`src/rtl/bfu_pkg.sv`:
```
// Shared types and arithmetic helpers for the butterfly unit.
// Helpers work on a 32-bit word so any coefficient width up to 32 can use them;
// callers widen their operands with a cast and narrow the result again.
package bfu_pkg;

  typedef enum logic [1:0] {
    BF_CT     = 2'd0,
    BF_GS     = 2'd1,
    BF_ADDSUB = 2'd2,
    BF_MUL    = 2'd3
  } bf_mode_t;

  localparam int WORD_W = 32;
  typedef logic [WORD_W-1:0] word_t;

  // Barrett constant M = floor(2^(2*cw) / q)
  function automatic longint unsigned barrett_m(input int cw, input int q);
    longint unsigned num;
    num = 64'd1 << (2 * cw);
    return num / 64'(q);
  endfunction

  // (x + y) mod q for x, y already in [0, q)
  function automatic word_t modadd(input word_t x, input word_t y, input word_t q);
    logic [WORD_W:0] s;
    s = {1'b0, x} + {1'b0, y};
    if (s >= {1'b0, q}) s = s - {1'b0, q};
    return word_t'(s);
  endfunction

  // (x - y) mod q for x, y already in [0, q)
  function automatic word_t modsub(input word_t x, input word_t y, input word_t q);
    word_t d;
    if (x >= y) d = x - y;
    else        d = x + q - y;
    return d;
  endfunction

  // x / 2 mod q for odd q: odd values borrow one q before shifting
  function automatic word_t half_mod(input word_t x, input word_t q);
    logic [WORD_W:0] t;
    t = x[0] ? ({1'b0, x} + {1'b0, q}) : {1'b0, x};
    return word_t'(t >> 1);
  endfunction

endpackage

```
`src/rtl/modmul_barrett.sv`:
```
// Pipelined modular multiplier: p = x*y mod Q after MUL_LAT enabled cycles.
// With MUL_LAT > 1 the raw product gets its own register stage, the Barrett
// reduction follows, and any further stages are plain delay registers.
module modmul_barrett
  import bfu_pkg::*;
#(
  parameter int CW      = 12,
  parameter int Q       = 3329,
  parameter int MUL_LAT = 2
) (
  input  logic          clk,
  input  logic          rst,
  input  logic          en,
  input  logic [CW-1:0] x,
  input  logic [CW-1:0] y,
  output logic [CW-1:0] p
);

  localparam int              PW    = 2 * CW;
  localparam longint unsigned M_VAL = barrett_m(CW, Q);
  localparam int              MW    = $clog2(M_VAL + 1);
  localparam int              XW    = PW + MW;
  localparam logic [MW-1:0]   M_C   = MW'(M_VAL);
  localparam logic [PW-1:0]   Q_P   = PW'(Q);
  localparam int              DLY   = (MUL_LAT > 1) ? MUL_LAT - 1 : 1;

  logic [PW-1:0] prod_c;
  logic [PW-1:0] red_in;
  logic [XW-1:0] prod_m;
  logic [MW-1:0] qhat;
  logic [PW-1:0] q_est;
  logic [PW-1:0] rem0;
  logic [PW-1:0] rem1;
  logic [PW-1:0] rem2;
  logic [CW-1:0] res_c;
  logic [CW-1:0] dly_q [DLY];

  assign prod_c = PW'(x) * PW'(y);

  generate
    if (MUL_LAT > 1) begin : g_prod_reg
      logic [PW-1:0] prod_q;
      // Raw product register so the reduction has a full cycle to itself
      always_ff @(posedge clk or posedge rst) begin
        if (rst)     prod_q <= '0;
        else if (en) prod_q <= prod_c;
      end
      assign red_in = prod_q;
    end else begin : g_prod_comb
      assign red_in = prod_c;
    end
  endgenerate

  // Barrett estimate leaves a remainder below 3Q, so two corrections suffice
  always_comb begin
    prod_m = XW'(red_in) * XW'(M_C);
    qhat   = MW'(prod_m >> PW);
    q_est  = PW'(qhat) * Q_P;
    rem0   = red_in - q_est;
    rem1   = (rem0 >= Q_P) ? rem0 - Q_P : rem0;
    rem2   = (rem1 >= Q_P) ? rem1 - Q_P : rem1;
    res_c  = CW'(rem2);
  end

  // Reduced result register followed by any extra balancing stages
  always_ff @(posedge clk or posedge rst) begin
    if (rst) begin
      for (int i = 0; i < DLY; i++) dly_q[i] <= '0;
    end else if (en) begin
      dly_q[0] <= res_c;
      for (int i = 1; i < DLY; i++) dly_q[i] <= dly_q[i-1];
    end
  end

  assign p = dly_q[DLY-1];

endmodule

```
`src/rtl/bfu_pipe.sv`:
```
// Butterfly unit (CT, GS, ADDSUB, MUL) with valid/ready flow control.
// Every mode walks the same MUL_LAT+2 stages so results leave in issue order;
// a single enable freezes the whole pipe while the output beat is not taken.
module bfu_pipe
  import bfu_pkg::*;
#(
  parameter int CW       = 12,
  parameter int Q        = 3329,
  parameter int MUL_LAT  = 2,
  parameter int GS_HALVE = 1
) (
  input  logic          clk,
  input  logic          rst,
  input  logic          in_valid,
  output logic          in_ready,
  input  logic [1:0]    mode,
  input  logic [CW-1:0] a,
  input  logic [CW-1:0] b,
  input  logic [CW-1:0] w,
  output logic          out_valid,
  input  logic          out_ready,
  output logic [1:0]    mode_out,
  output logic [CW-1:0] e,
  output logic [CW-1:0] o
);

  localparam word_t         Q_W  = word_t'(Q);
  localparam logic [CW-1:0] Q_C  = CW'(Q);
  localparam int            LAST = MUL_LAT - 1;

  logic          en;
  bf_mode_t      mode_in;
  logic [CW-1:0] pre_add;
  logic [CW-1:0] pre_sub;
  logic [CW-1:0] mul_x;

  logic          s1_valid;
  bf_mode_t      s1_mode;
  logic [CW-1:0] s1_a;
  logic [CW-1:0] s1_add;
  logic [CW-1:0] s1_sub;
  logic [CW-1:0] s1_x;
  logic [CW-1:0] s1_w;

  logic          mv   [MUL_LAT];
  bf_mode_t      mm   [MUL_LAT];
  logic [CW-1:0] ma   [MUL_LAT];
  logic [CW-1:0] madd [MUL_LAT];
  logic [CW-1:0] msub [MUL_LAT];

  logic [CW-1:0] prod;
  logic [CW-1:0] fin_e;
  logic [CW-1:0] fin_o;

  assign en       = !out_valid || out_ready;
  assign in_ready = en;
  assign mode_in  = bf_mode_t'(mode);

  // Pre-add/sub for GS and ADDSUB, and the multiplier operand choice
  always_comb begin
    pre_add = CW'(modadd(word_t'(a), word_t'(b), Q_W));
    pre_sub = CW'(modsub(word_t'(a), word_t'(b), Q_W));
    mul_x   = (mode_in == BF_GS) ? pre_sub : b;
  end

  // S1: capture the beat (a bubble when in_valid is low)
  always_ff @(posedge clk or posedge rst) begin
    if (rst) begin
      s1_valid <= 1'b0;
      s1_mode  <= BF_CT;
      s1_a     <= '0;
      s1_add   <= '0;
      s1_sub   <= '0;
      s1_x     <= '0;
      s1_w     <= '0;
    end else if (en) begin
      s1_valid <= in_valid;
      s1_mode  <= mode_in;
      s1_a     <= a;
      s1_add   <= pre_add;
      s1_sub   <= pre_sub;
      s1_x     <= mul_x;
      s1_w     <= w;
    end
  end

  modmul_barrett #(
    .CW      (CW),
    .Q       (Q),
    .MUL_LAT (MUL_LAT)
  ) u_mul (
    .clk (clk),
    .rst (rst),
    .en  (en),
    .x   (s1_x),
    .y   (s1_w),
    .p   (prod)
  );

  // Side-band chain that travels alongside the multiplier stages
  always_ff @(posedge clk or posedge rst) begin
    if (rst) begin
      for (int i = 0; i < MUL_LAT; i++) begin
        mv[i]   <= 1'b0;
        mm[i]   <= BF_CT;
        ma[i]   <= '0;
        madd[i] <= '0;
        msub[i] <= '0;
      end
    end else if (en) begin
      mv[0]   <= s1_valid;
      mm[0]   <= s1_mode;
      ma[0]   <= s1_a;
      madd[0] <= s1_add;
      msub[0] <= s1_sub;
      for (int i = 1; i < MUL_LAT; i++) begin
        mv[i]   <= mv[i-1];
        mm[i]   <= mm[i-1];
        ma[i]   <= ma[i-1];
        madd[i] <= madd[i-1];
        msub[i] <= msub[i-1];
      end
    end
  end

  // Final stage: CT add/sub against the product, GS halving, result select
  always_comb begin
    fin_e = '0;
    fin_o = '0;
    case (mm[LAST])
      BF_CT: begin
        fin_e = CW'(modadd(word_t'(ma[LAST]), word_t'(prod), Q_W));
        fin_o = CW'(modsub(word_t'(ma[LAST]), word_t'(prod), Q_W));
      end
      BF_GS: begin
        if (GS_HALVE != 0) begin
          fin_e = CW'(half_mod(word_t'(madd[LAST]), Q_W));
          fin_o = CW'(half_mod(word_t'(prod), Q_W));
        end else begin
          fin_e = madd[LAST];
          fin_o = prod;
        end
      end
      BF_ADDSUB: begin
        fin_e = madd[LAST];
        fin_o = msub[LAST];
      end
      default: begin
        fin_e = prod;
        fin_o = '0;
      end
    endcase
  end

  // Output register, held while the downstream stalls
  always_ff @(posedge clk or posedge rst) begin
    if (rst) begin
      out_valid <= 1'b0;
      mode_out  <= 2'd0;
      e         <= '0;
      o         <= '0;
    end else if (en) begin
      out_valid <= mv[LAST];
      mode_out  <= mm[LAST];
      e         <= fin_e;
      o         <= fin_o;
    end
  end

  // Operands must already be reduced below Q
  assert property (@(posedge clk) disable iff (rst)
    in_valid |-> (a < Q_C && b < Q_C && w < Q_C));

endmodule
```
`config.mk`:
```
export PLATFORM = sky130hd
export DESIGN_NAME = bfu_pipe
export DESIGN_NICKNAME = d
export VERILOG_FILES = /design/src/rtl/bfu_pkg.sv /design/src/rtl/modmul_barrett.sv /design/src/rtl/bfu_pipe.sv
export SDC_FILE = /design/constraint.sdc
export NUM_CORES = 1
export LEC_CHECK = 0
export ABC_CLOCK_PERIOD_IN_PS = 13900
export CAP_MARGIN = 20
export CORE_MARGIN = 3
export CORE_UTILIZATION = 40
export DETAILED_ROUTE_END_ITERATION = 12
export PLACE_DENSITY = 0.55
export SLEW_MARGIN = 20
export SYNTH_ARGS = -nofsm -noshare
export SYNTH_HDL_FRONTEND = slang
export SYNTH_SLANG_ARGS = --single-unit
```
`constraint.sdc`:
```
create_clock -name clk -period 13.9 [get_ports clk]
set_input_delay 2.78 -clock clk [delete_from_list [all_inputs] [get_ports clk]]
set_output_delay 2.78 -clock clk [all_outputs]
set_load 0.02 [all_outputs]
```
**After elaboration in Yosys (flattened, before gate mapping)**

Cells that the tools add are included.

- Add/subtract/negate cells: 15
- Multiply operators: 3
- Divide/modulo/power cells: 0
- Magnitude comparators: 6
- Eq/ne operators: 3
- Shift-type cells: 0
- Multiplexer cells: 11
- Bitwise logic cells: 0
- Reductions and logical operators: 3

Operators with widths:

| operator | count |
|---|---|
| $mux W12 | 6 |
| $pmux W12 S3 | 2 |
| $ge A24 B12 Y1 const B | 2 |
| $sub A12 B12 Y12 | 4 |
| $mul A24 B13 Y37 const B | 1 |
| $sub A12 B12 Y12 const B | 3 |
| $add A12 B12 Y13 | 2 |
| $add A12 B12 Y13 const B | 2 |
| $ge A13 B12 Y1 const B | 2 |
| $mux W13 | 2 |
| $add A12 B12 Y12 const B | 2 |
| $ge A12 B12 Y1 | 2 |
| $mul A12 B12 Y24 | 1 |
| $mul A13 B12 Y24 const B | 1 |
| $mux W24 | 1 |
| $sub A24 B12 Y24 const B | 1 |
| $sub A24 B24 Y24 | 1 |
| $eq A2 B1 Y1 const B | 2 |
| $eq A2 B2 Y1 const B | 1 |
| $logic_not A2 Y1 | 1 |
| $logic_not A1 Y1 | 1 |
| $logic_or A1 B1 Y1 | 1 |

- Bits in registers: 204
- Bits in latches: 0
- Memory bits (writable): 0
- Memory bits (read-only): 0
- Bits of input ports: 42
- Output and inout port bits: 28
- Logic and storage cells: 64
- Memories kept: 0

**Longest topological paths before layout**

- Depth after elaboration: 7
- Gate-level depth with buffers: 53

**Cells and area by module**

A second synthesis with hierarchy kept.

- Cell total of the unflattened synthesis: 3063
- Area, all modules: 26798.2 um2

By module, submodules not included:

| module | times used | cells an instance | area an instance (um2) |
|---|---|---|---|
| modmul_barrett | 1 | 1662 | 15163.3 |
| bfu_pipe | 1 | 1401 | 11634.9 |

**Worst setup path after synthesis**

OpenSTA, ideal clock, no wires.

- Path type: register to register
- Start point: reg u_mul.g_prod_reg.prod_q[18]
- End point: reg u_mul.dly_q (netlist bit u_mul.p[5])
- Library setup time: 0.087 ns
- Data arrival time: 11.499 ns
- Slack: 2.314 ns
- Cell stages (with the launch flop): 49
- Buffers on the path: 2
- Clock period less this slack: 11.586 ns
- Path through: dfrtp_1 > inv_1 > fa_1 > fa_1 > inv_1 > fa_1 > fa_1 > inv_1 > fa_1 > inv_1 > ha_1 > a21oi_1 > nor2b_1 > o21ai_0 > a21oi_1 > a31oi_1 > o211ai_1 > a21o_1 > [... 13 more ...] > and3_1 > a41oi_2 > a31oi_2 > xor2_2 > or3_4 > nor3b_4 > nand4b_4 > nor3_1 > buf_2 > mux2i_1 > ha_1 > inv_1 > nor2_1 > nand4_1 > a2111oi_4 > buf_6 > nor4_1 > a211oi_2

- Word-level cells in the longest chain between the ends: 7
- Elaborated cells on any way between the ends: 9
- Those cells by class: add/sub (3); mul (2); order compare (2); mux (2)

RTL lines:

| element | RTL line | text |
|---|---|---|
| start: declaration | modmul_barrett.sv:42 | `logic [PW-1:0] prod_q;` |
| start signal: assignment | modmul_barrett.sv:46 | `else if (en) prod_q <= prod_c;` |
| $mul A24 B13 Y37 | modmul_barrett.sv:56 | `prod_m = XW'(red_in) * XW'(M_C);` |
| $mul A13 B12 Y24 | modmul_barrett.sv:58 | `q_est = PW'(qhat) * Q_P;` |
| $sub A24 B24 Y24 (*) | modmul_barrett.sv:59 | `rem0 = red_in - q_est;` |
| $sub A24 B12 Y24 or $ge A24 B12 Y1 (tied branches) | modmul_barrett.sv:60 | `rem1 = (rem0 >= Q_P) ? rem0 - Q_P : rem0;` |
| $mux W24 (*) | modmul_barrett.sv:60 |  |
| $ge A24 B12 Y1 or $sub A12 B12 Y12 (tied branches) | modmul_barrett.sv:61 | `rem2 = (rem1 >= Q_P) ? rem1 - Q_P : rem1;` |
| $mux W12 (*) | modmul_barrett.sv:61 |  |
| end: declaration | modmul_barrett.sv:36 | `logic [CW-1:0] dly_q [DLY];` |

Mark *: on every way between the ends. The rest lies on a longest branch, timed or not.
A chain may end at the register's enable or synchronous reset.

**Worst setup path after layout**

- Start point: reg u_mul.g_prod_reg.prod_q[18]
- End point: reg u_mul.dly_q (netlist bit u_mul.p[3])

Same word-level chain as after synthesis.

==> impl_metrics.tcl <==
set metrics [dict create \
    yosys.area.top_type "fa_1" \
    grt_pass1_vias 21270 \
    crit_top_cell "inv_1" \
    diodes 0 \
    post-cts-setup-buffers 0 \
    die_h_um 263.5 \
    fin_skew_ps 16.97 \
    fp.dieW_um 263.5 \
    synth_commonest_cells "529 x nand2_1, 494 x inv_1, 350 x ha_1" \
    slew_viol_final 0 \
    synthCells 3092 \
    setup_violations 0 \
    syn_nets 3760 \
    synth-main-ff-cell "dfrtp_1" \
    worstReg2RegEnd "u_mul.p[3]" \
    area_growth_pct 8.958 \
    drc 0 \
    grt_pass1_wl_mm 114.5 \
    hold_viol 0 \
    core-area_um2 65050 \
    r2r_slack_ps 900 \
    crit_required_ps 14310 \
    cpMaxStageDelayCell "a2111oi_4" \
    hold_path_depth 2 \
    path_depth 47 \
    clock-root-buffer "clkbuf_16" \
    cts_buffers 27 \
    port_buffers 69 \
    place_congestion 0.9078 \
    cts_hold_buffers 0 \
    synth_edf_count 0 \
    reg2reg_from "u_mul.g_prod_reg.prod_q[18]" \
    yosysMostFrequentCell "nand2_1" \
    critPathLaunchType "flop" \
    synth_top_area_share_pct 20.83 \
    grt_antenna_before_repair 1 \
    fmaxAchievable_mhz 76.94 \
    max_stage_delay_ps 630 \
    grt_max_degree 216 \
    cts_resized 0 \
    syn_avg_cell_area_um2 8.579 \
    io_pins 70 \
    worst_setup_path_startpoint "u_mul.g_prod_reg.prod_q[18]" \
    grt_util_all_layers_pct 19.95 \
    dr_wl_met3_mm 2.090 \
    hold_class "reg2reg" \
    rows 93 \
    cts.sinks 204 \
    synthArstFlopShare_pct 100.0 \
    cpLargestDelayFamily "adder cells" \
    ctsLongestPathBuffers 3 \
    fin_setup_tns_ps 0 \
    drive_gt1_share_pct 3.384 \
    maxCapViolCount 0 \
    start_util_pct 40.78 \
    max_slew_margin_pct 32.79 \
    period_needed_ps 13000 \
    syn_area_um2 26530 \
    worst_slew_pin_slew_ps 1008 \
    met1_length_mm 32.16 \
    grt.overflow.total 0 \
    cp-end-kind "flop" \
    wl_mm 68.34 \
    vias 20480 \
    rr_worst_depth 47 \
    period_share_pct 93.50 \
    dr.max_layer_used "met5" \
    path_clk_slew_ps 60 \
    critPathCapture "u_mul.p[3]" \
    dp_hpwl_mm 54.80 \
    routedWlPerCell_um 17.27 \
    wl_met2_mm 32.98 \
    ys_warn_count 0 \
    final_nets 3750 \
    critPathBufInv 10 \
    die_area_um2 69440 \
    yosysSeqAreaShare_pct 19.25 \
    ant_nets 0 \
    utilization_pct 44.43 \
    path_class "reg2reg" \
    cp_max_fo 11 \
    yosys.cell_types.count 86 \
    cts_tree "yes" \
    drtIter0Drc 1070 \
    worstPathArrival_ps 13400 \
    ys_ff_latch 204 \
    clk_latency_ps 560 \
    via_per_inst 5.175 \
    dr.pass1.iters 5 \
    rsz0062_at_grt "no" \
    status "completed" \
    htree_levels 1 \
    synth_area_leaders "fa_1 21%, dfrtp_1 19%, ha_1 17%" \
]
==> worst min-delay path by stage <==
stage,startpoint,to
5_1_grt,ma[13],ma[13]
3_3_place_gp,mv[1],mv[1]
6_report,madd[15],madd[15]
3_5_place_dp,s1_add[8],madd[20]
2_1_floorplan,mv[0],mv[0]
4_1_cts,s1_add[8],madd[20]
==> per-stage QoR <==
stage	instances	instance area, um2	setup slack, ps	hold slack, ps
6_report	3958	28900	903.0	465.3
5_1_grt	3958	28900	39.07	487.8
4_1_cts	3958	28890	909.3	468.5
3_5_place_dp	3908	27930	959.7	453.3
3_3_place_gp	3908	27930	1235	451.9
2_1_floorplan	3092	26530	2314	430.0
==> kinds of logic after synthesis <==
family                     synth area share [%]
DFF                                       19.25
xor gates and xnor gates                  4.981
adders and majority gates                 37.34
muxes                                    0.9339
AOI/OAI and AO/OA                         12.73
buffers and inverters                     8.802
and+or+nand+nor                           15.97
==> cell type report <==
cell class              instances  area [um2]
fillers                      6410       36140
multi-input cells            2273       19100
flip-flops and latches        204        5106
inverters                     495        1871
well taps                     855        1070
repair buffers                 81       793.3
clock buffers                  32       714.4
clock inverters                18       244.0
==> registers in the layout, summed over array words and instances, names as in the netlist <==
register	count
ma	24
madd	24
msub	24
u_mul.g_prod_reg.prod_q	24
e	12
o	12
s1_a	12
s1_add	12
s1_sub	12
s1_w	12
s1_x	12
u_mul.p	12
mm	4
mode_out	2
mv	2
s1_mode	2
out_valid	1
s1_valid	1
==> layout by cell type (no fill, tap or decap), types with 21 or more instances in the layout <==
master / n
dfrtp_1: 203
clkdlybuf4s50_1: 69
and2_1: 58
xor2_1: 45
o21bai_1: 22
ha_1: 350
xnor2_1: 104
o21ai_0: 143
nor3_1: 41
nor2_1: 159
fa_1: 276
a21o_1: 29
a21oi_1: 130
inv_1: 493
clkbuf_16: 27
a31oi_1: 21
nand2_1: 529
nand3_1: 32
==> tightest hold or removal path, delay by kind of cell (launching register included) <==
family        cells  cell delay, ps
flops             1             340
simple gates      2             100
==> routing by layer <==
layer / GRT usage, % / vias to the layer above
met4: 3.546 / 2
li1: - / 10020
met3: 1.757 / 52
met2: 33.81 / 286
met5: 0 / -
met1: 28.10 / 10130
Power is left out: the tool's default activity adds up to more than one toggle a clock period on the data nets, which glitch-free logic cannot reach.
